==> config.mk <==
export PLATFORM = sky130hd
export DESIGN_NAME = piso_10bits_ctrl
export DESIGN_NICKNAME = d
export VERILOG_FILES = /design/src/rtl/piso_10bits_ctrl.sv
export SDC_FILE = /design/constraint.sdc
export NUM_CORES = 1
export LEC_CHECK = 0
export ABC_AREA = 1
export CORE_MARGIN = 5
export CORE_UTILIZATION = 49
export DETAILED_ROUTE_END_ITERATION = 8
export PLACE_DENSITY = 0.76
export SKIP_CTS_REPAIR_TIMING = 1
export SLEW_MARGIN = 20
export SYNTH_ARGS = -nofsm -noshare
export SYNTH_HDL_FRONTEND = slang
export SYNTH_SLANG_ARGS = --single-unit
==> constraint.sdc <==
create_clock -name clk -period 1.05 [get_ports clk]
set_input_delay 0.105 -clock clk [delete_from_list [all_inputs] [get_ports clk]]
set_output_delay 0.105 -clock clk [all_outputs]
set_load 0.02 [all_outputs]
==> src/rtl/piso_10bits_ctrl.sv <==
// Parallel-in serial-out transmitter: captures a word on a load handshake and shifts it out
// one bit per clock, framing it with shift_en and closing it with a one-cycle done pulse.
module piso_10bits_ctrl #(
    parameter int unsigned WIDTH     = 10,
    parameter bit          LSB_FIRST = 1'b1
) (
    input  logic             clk,
    input  logic             reset,
    input  logic [WIDTH-1:0] Pdata,
    input  logic             load,
    output logic             ready,
    output logic             Sdata,
    output logic             shift_en,
    output logic             done
);

    localparam int unsigned   CntW    = $clog2(WIDTH);
    localparam logic [CntW-1:0] LastCnt = CntW'(WIDTH - 1);

    typedef enum logic [1:0] {
        StIdle,
        StShift,
        StDone
    } state_e;

    state_e           state_q, state_d;
    logic [WIDTH-1:0] sreg_q, sreg_d;
    logic [CntW-1:0]  cnt_q, cnt_d;
    logic             sdata_q, sdata_d;
    logic             shift_en_q, shift_en_d;
    logic             done_q, done_d;
    logic             accept;

    always_ff @(posedge clk) begin
        if (reset) begin
            state_q    <= StIdle;
            sreg_q     <= '0;
            cnt_q      <= '0;
            sdata_q    <= 1'b0;
            shift_en_q <= 1'b0;
            done_q     <= 1'b0;
        end else begin
            state_q    <= state_d;
            sreg_q     <= sreg_d;
            cnt_q      <= cnt_d;
            sdata_q    <= sdata_d;
            shift_en_q <= shift_en_d;
            done_q     <= done_d;
        end
    end

    always_comb begin
        state_d = state_q;
        unique case (state_q)
            StIdle, StDone: state_d = load ? StShift : StIdle;
            StShift:        if (cnt_q == LastCnt) state_d = StDone;
            default:        state_d = StIdle;
        endcase
    end

    assign ready  = (state_q != StShift);
    assign accept = ready && load;

    // Output registers are loaded from the next state so they line up with state_q.
    always_comb begin
        sreg_d = sreg_q;
        cnt_d  = cnt_q;
        if (accept) begin
            sreg_d = Pdata;
            cnt_d  = '0;
        end else if (state_q == StShift) begin
            sreg_d = LSB_FIRST ? (sreg_q >> 1) : (sreg_q << 1);
            cnt_d  = (cnt_q == LastCnt) ? '0 : cnt_q + 1'b1;
        end
        shift_en_d = (state_d == StShift);
        done_d     = (state_d == StDone);
        sdata_d    = shift_en_d & (LSB_FIRST ? sreg_d[0] : sreg_d[WIDTH-1]);
    end

    assign Sdata    = sdata_q;
    assign shift_en = shift_en_q;
    assign done     = done_q;

endmodule

==> results of run 1 <==
[placed cells by master (no fill, tap or decap), drive strengths merged]
cell | netlist | layout
nor2 | 9 | 9
clkbuf | 1 | 5
buf | 5 | 11
dfxtp | 19 | 19
inv | 19 | 19
nand3b | 1 | 1
nand3 | 32 | 32
clkdlybuf4s50 | 0 | 12
or2 | 1 | 1
o21ai | 2 | 2
dlymetal6s2s | 0 | 3
a21oi | 3 | 3
nand2 | 33 | 33
[area by class of cell]
type / count / area share
multi-input cells: 81 / 0.329
flip-flops and latches: 19 / 0.315
repair buffers: 27 / 0.240
inverters: 19 / 0.0690
well taps: 25 / 0.0257
clock buffers: 4 / 0.0216
[cell families (layout without fill, tap and decap cells)]
family          Yosys count  in the layout  synth area share
buf+inv                  25             50             0.156
compound gates            5              5            0.0318
flops                    19             19             0.420
simple gates             76             76             0.392
[per-stage QoR]
step,std cells,area (sq um),hold slack [ns]
global route,175,1210,0.428
global placement,168,1100,0.467
floorplan,125,906,0.174
finish,175,1210,0.390
detailed placement,168,1100,0.473
CTS,172,1130,0.397
[worst max-delay path, stage by stage (launching register included)]
cell and delay (ns):
sky130_fd_sc_hd__dfxtp_2 0.33, sky130_fd_sc_hd__inv_2 0.06, sky130_fd_sc_hd__nand2_4 0.07, sky130_fd_sc_hd__buf_4 0.15
sky130_fd_sc_hd__clkbuf_16 0.14, sky130_fd_sc_hd__nand3_1 0.06, sky130_fd_sc_hd__nand3_1 0.06, sky130_fd_sc_hd__nand2_1 0.06
sky130_fd_sc_hd__inv_1 0.03
[worst max-delay path by stage]
stage | start | to | slack, ns | depth (start not counted)
after detailed placement | load | sreg_q[1]$_SDFFE_PP0P_ | -0.16 | 7
after floorplan | state_q[0]$_SDFF_PP0_ | cnt_q[1]$_SDFFE_PP0P_ | 0.10 | 4
after global placement | load | sreg_q[2]$_SDFFE_PP0P_ | -0.11 | 7
after CTS | state_q[1]$_SDFF_PP0_ | ready | -0.41 | 3
after global routing | state_q[1]$_SDFF_PP0_ | sreg_q[8]$_SDFFE_PP0P_ | -0.04 | 8
final | state_q[1]$_SDFF_PP0_ | sreg_q[7]$_SDFFE_PP0P_ | 0.01 | 8
[flip-flops by register name, summed over array words and instances (netlist names)]
register / count
shift_en: 1
cnt_q: 4
done: 1
Sdata: 1
state_q: 2
sreg_q: 10
[layer usage]
layer  part of all wire  up-vias  wire length [um]  GRT usage
li1                   -      440                 -          -
met1               0.41      373               789      0.173
met2               0.53       15              1020      0.258
met3              0.035        4                67     0.0592
met4              0.020        0                38     0.0553
met5                  0        -                 0          0
[power groups by stage]
stage          registers (mW)  logic, mW  clock network (mW)
6_report                0.776      0.309               0.366
2_1_floorplan           0.795      0.167                   0
3_5_place_dp            0.790      0.265                   0
4_1_cts                 0.774      0.266               0.370
5_1_grt                 0.779      0.344               0.420
3_3_place_gp            0.789      0.259                   0
==> key figures, run 1 <==
Clock tree
  • Max Buffers Root-to-Sink: 2
  • Root Driver: sky130_fd_sc_hd__clkbuf_4
  • TritonCTS buffer count: 3
  • Number of H-tree branching levels: 1
  • Later-pin clock latency in the skew report: 0.30 ns
  • CTS tree: yes
  • # clock sinks: 19
  • Reg clk slew, reported paths: approximately 0.10 ns

Synth
  • Synth top cells by count: sky130_fd_sc_hd__nand3_1, sky130_fd_sc_hd__nand2_1, sky130_fd_sc_hd__dfxtp_1
  • Share of synthesized flip-flops with an asynchronous set or reset: 0
  • Warning count from the yosys run: 0
  • Synthesized netlist net count: around 140
  • Fraction of post-synthesis cell area in the top cell type by area: 0.420
  • Number of synthesized flops with an enable pin: 0
  • Number of standard cells after synthesis: 125
  • Share of synthesized area occupied by flip-flops and latches: 0.420
  • Area of the mapped netlist: just over 900 sq um
  • Register bit count reported by yosys: 19
  • Cell with the most instances after synthesis: sky130_fd_sc_hd__nand3_1
  • Avg Synthesized Cell Area: a little over 7 sq um
  • Predominant post-synthesis flop cell: sky130_fd_sc_hd__dfxtp_1
  • Largest area contributor in the synthesized netlist: sky130_fd_sc_hd__dfxtp_1
  • Top cells by area, synth: sky130_fd_sc_hd__dfxtp_1, sky130_fd_sc_hd__nand3_1, sky130_fd_sc_hd__nand2_1, sky130_fd_sc_hd__inv_1, sky130_fd_sc_hd__nor2_1
  • Synth unique cells: 20

Cells and area
  • Fraction of final layout cells with drive strength greater than 1: 0.200
  • Register area: roughly 380 sq um
  • Final core utilization: 0.696
  • Filler instances: between 150 and 200
  • Diodes inserted: 0
  • Layout overhead on the synthesized area: 34.1%
  • Area of combinational cells with multiple inputs: between 300 and 400 sq um
  • Total Nets Final: between 150 and 200

Worst setup path
  • Worst reg2reg setup slack: 0.01 ns
  • Critical Setup Path Class: flop to flop
  • Worst-path fanout max: 5
  • Endpoint class of the critical path: flop
  • Capture instance of the worst register-to-register path: sreg_q[7]$_SDFFE_PP0P_
  • Data required time at the worst endpoint: between 1 and 1.5 ns
  • Reg2reg start: state_q[1]$_SDFF_PP0_
  • Depth of the most critical reg-to-reg path: 8
  • Arrival @ worst endpoint: ~1.3 ns
  • CP startpoint kind: flop

Timing
  • Pin slew with the least headroom to its limit: between 0.2 and 0.25 ns
  • Tcrit/Tclk final: 0.988
  • Final Hold Vio Count: 0
  • Setup TNS: 0 ns
  • RSZ-0062 raised after global routing: true
  • Final Max Tran Viols: 0
  • Fin worst setup slack: between 0.01 and 0.015 ns
  • Max-Slew Margin vs Limit: 0.845
  • Max Clock Skew: ~0.0019 ns
  • Count of final setup violators: 0
  • Shortest period the worst path allows: slightly above 1 ns
  • Peak clock frequency supported by timing: 0.964 GHz

Drt
  • Routed Antenna Nets: 0
  • Total number of vias: around 830
  • Routed wire length: 1920 um
  • DRC violation count after routing: 0
  • Drt first-iter violations: 21
  • Average wire length per cell after detail routing: roughly 11 um
  • Pre-antenna DRT Iters: 4
  • Post-detailed-route via-to-cell ratio: roughly 4.8

Min path
  • Hold crit path type: input port to flop
  • Hold endpoint: sreg_q[9]$_SDFFE_PP0P_
  • Number of stages on the worst hold path: 3
  • Worst hold start: Pdata[9]

Run status
  • Result of the run: complete, no violations

Pwr
  • Sw power: 387 uW
  • Power density over the cells: between 1000 and 1500 nW/um^2
  • Relative contribution of combinational cells to total power: 0.213
  • Sw Ratio: 0.267
  • Leakage Power: roughly 0.63 nW
  • Total power: about 1.5 mW
  • Pint: 1.06 mW
  • Part of the power in registers: 0.535
  • Worst supply voltage drop on vdd: 1.16 mV
  • Clock Power Share: 0.252

Global routing
  • First-pass GRT wire length: between 3000 and 4000 um
  • Initial antenna violation count: 0
  • Largest net degree at the start of global routing: 16
  • Aggregate global-route resource usage: 0.153
  • Final global-route overflow total: 0
  • Vias in the first global route: 740

Floorplanning
  • DIE HEIGHT: around 53 um
  • Horiz. Die Dim: between 50 and 60 um
  • Area of the die: 2810 sq um
  • Core Box Area: 1750 sq um
  • Placement row count: 15
  • Number of I/O pins: 17
  • Effective utilization at floorplan: 0.519

Place
  • Dpl hpwl: ~1300 um
  • PortBufs: 16
  • Weighted congestion at the end of routability-driven global placement: 0.790
  • Setup Slack @ Placement: -0.164 ns

Run
  • # Max-Cap Violations: 0
Note: power is estimated with default switching activity, not from simulation.
==> run 2: changes to the inputs <==
--- a/config.mk
+++ b/config.mk
@@ -6,10 +6,12 @@
 export NUM_CORES = 1
 export LEC_CHECK = 0
 export ABC_AREA = 1
+export CAP_MARGIN = 15
 export CORE_MARGIN = 5
-export CORE_UTILIZATION = 49
+export CORE_UTILIZATION = 53
+export CTS_CLUSTER_DIAMETER = 60
 export DETAILED_ROUTE_END_ITERATION = 8
-export PLACE_DENSITY = 0.76
+export PLACE_DENSITY = 0.81
 export SKIP_CTS_REPAIR_TIMING = 1
 export SLEW_MARGIN = 20
 export SYNTH_ARGS = -nofsm -noshare
==> constraint.sdc (replaced) <==
create_clock -name clk -period 1.2 [get_ports clk]
set_input_delay 0.12 -clock clk [delete_from_list [all_inputs] [get_ports clk]]
set_output_delay 0.12 -clock clk [all_outputs]
set_load 0.02 [all_outputs]
==> key figures, run 2 (same netlist as run 1, synthesis figures left out) <==
Cells and area
  • Filler instances: 149 (-4.5%)
  • Top library cells by usage in the layout, fill and taps aside: sky130_fd_sc_hd__nand3_1, sky130_fd_sc_hd__nand2_1, sky130_fd_sc_hd__dfxtp_1, sky130_fd_sc_hd__inv_1, sky130_fd_sc_hd__clkdlybuf4s50_1
  • Largest registers in the final layout: sreg_q (10), cnt_q (4), state_q (2)
  • Register name with the most flops: sreg_q
  • Total Nets Final: 159 (-3.0%)
  • Max reg flops: 10 (unchanged)
  • Diodes inserted: 0 (unchanged)
  • Layout overhead on the synthesized area: 23.6%
  • Commonest non-fill, non-tap cell in the layout: sky130_fd_sc_hd__nand3_1
  • Post-route standard cell area excluding fillers: 1120 sq um (-7.8%)
  • Fraction of final layout cells with drive strength greater than 1: 0.110 (-0.0897)

Drt
  • Average wire length per cell after detail routing: 12.0 um (+9.2%)
  • DRC violation count after routing: 0 (unchanged)
  • Drt first-iter violations: 23 (+9.5%)
  • Pre-antenna DRT Iters: 6 (+2)
  • Routed wire length: 1940 um (+1.0%)
  • Post-detailed-route via-to-cell ratio: 5.20 (+9.5%)
  • Routed Antenna Nets: 0 (unchanged)
  • Total number of vias: 843 (+1.3%)

Floorplanning
  • Number of I/O pins: 17 (unchanged)
  • DIE HEIGHT: 51.3 um (-3.1%)
  • Effective utilization at floorplan: 0.542 (+0.0233)
  • Placement row count: 15 (unchanged)
  • Horiz. Die Dim: 51.3 um (-3.1%)
  • Area of the die: 2640 sq um (-6.1%)
  • Core Box Area: 1670 sq um (-4.3%)

Worst setup path
  • Arrival @ worst endpoint: 0.98 ns (-0.27 ns)
  • CP startpoint kind: flop
  • Endpoint class of the critical path: primary output
  • Data required time at the worst endpoint: 1.08 ns (-0.18 ns)
  • Worst-path fanout max: 3 (-2)
  • Critical Setup Path Class: flop to primary output
  • Depth of the most critical reg-to-reg path: 7 (-1)

Min path
  • Hold crit path type: input port to flop
  • Number of stages on the worst hold path: 3 (unchanged)

Timing
  • Max-Slew Margin vs Limit: 0.823 (-0.0220)
  • Peak clock frequency supported by timing: 0.908 GHz
  • Shortest period the worst path allows: between 1 and 1.5 ns
  • RSZ-0062 raised after global routing: false
  • Count of final setup violators: 0 (unchanged)
  • Tcrit/Tclk final: 0.918
  • Final Hold Vio Count: 0 (unchanged)
  • Fin worst setup slack: 0.0986 ns (+0.0864 ns)
  • Pin slew with the least headroom to its limit: 0.265 ns (+0.0330 ns)
  • Max Clock Skew: 0.00982 ns (+0.00797 ns)
  • Final Max Tran Viols: 0 (unchanged)
  • Post-route worst hold slack: 0.414 ns (+0.0236 ns)

Global routing
  • Initial antenna violation count: 0 (unchanged)
  • First-pass GRT wire length: 3230 um (+2.9%)
  • Vias in the first global route: 789 (+6.6%)
  • Met3 track demand over resource: 0.0379 (-0.0213)
  • Aggregate global-route resource usage: 0.165 (+0.0124)
  • Final global-route overflow total: 0 (unchanged)
  • Met2 capacity usage during global routing: 0.281 (+0.0229)
  • Global routing met1 resource utilization: 0.181 (+0.00773)
  • Most Crowded Layer GR: met2
  • Largest net degree at the start of global routing: 16 (unchanged)

Clock tree
  • TritonCTS buffer count: 3 (unchanged)
  • Reg clk slew, reported paths: 0.11 ns (about the same)
  • Max Buffers Root-to-Sink: 2 (unchanged)
  • Later-pin clock latency in the skew report: 0.30 ns (about the same)
  • Root Driver: sky130_fd_sc_hd__clkbuf_4
  • CTS tree: yes
  • # clock sinks: 19 (unchanged)
  • Number of H-tree branching levels: 1 (unchanged)

Pwr
  • Total power: 1.23 mW (-15%)
  • Worst supply voltage drop on vdd: 0.623 mV (-46%)
  • Leakage Power: 0.598 nW (-5.8%)
  • Power density over the cells: 1100 nW/um^2 (-8.1%)

Place
  • PortBufs: 16 (unchanged)
  • Weighted congestion at the end of routability-driven global placement: 0.756 (-4.3%)
  • Post-Place Cell Area: 1080 sq um (-2.3%)
  • Dpl hpwl: 1410 um (+6.0%)
  • Setup Slack @ Placement: -0.0219 ns (+0.142 ns)

Run
  • # Max-Cap Violations: 0 (unchanged)

Run status
  • Result of the run: complete, no violations
run 2: path summary, 6_finish.rpt:
kind                              start                     end  slack [ns]
hold reg to reg   cnt_q[0]$_SDFFE_PP0P_   cnt_q[0]$_SDFFE_PP0P_        0.50
setup / recovery  state_q[1]$_SDFF_PP0_                   ready         0.1
setup reg to reg  state_q[1]$_SDFF_PP0_   cnt_q[3]$_SDFFE_PP0P_         0.1
hold / removal                 Pdata[9]  sreg_q[9]$_SDFFE_PP0P_        0.41
run 2: cell type report:
class                           instances  area, sq um  share of cell area
Sequential cell                        19          380               0.340
Tap cell                               17         21.3              0.0190
Timing Repair Buffer                   22          231               0.207
Multi-Input combinational cell         81          384               0.343
Clock buffer                            4         26.3              0.0235
Inverter                               19         76.3              0.0682
run 2: power breakdown:
| group | switching, mW | internal [mW] |
|---|---|---|
| Clock | 0.191 | 0.130 |
| Sequential | 0.0181 | 0.662 |
| Combinational | 0.120 | 0.108 |
| Total | 0.329 | 0.899 |
run 2: metrics by stage:
step / utilization / setup TNS (ns) / cells
5_1_grt: 0.670 / 0 / 162
2_1_floorplan: - / 0 / 125
6_report: 0.670 / 0 / 162
3_5_place_dp: 0.646 / -0.0219 / 158
3_3_place_gp: 0.646 / 0 / 158
4_1_cts: 0.662 / -0.702 / 162
run 2: critical path: stages (launching register included):
cell	delay [ns]
sky130_fd_sc_hd__dfxtp_1	0.34
sky130_fd_sc_hd__inv_1	0.06
sky130_fd_sc_hd__nand2_4	0.07
sky130_fd_sc_hd__dlymetal6s2s_1	0.22
run 2: per-layer routing:
metal	share of wire	routed length, um
met5	0	0
met1	0.40	784
met4	0.025	49
met3	0.039	76
met2	0.53	1030
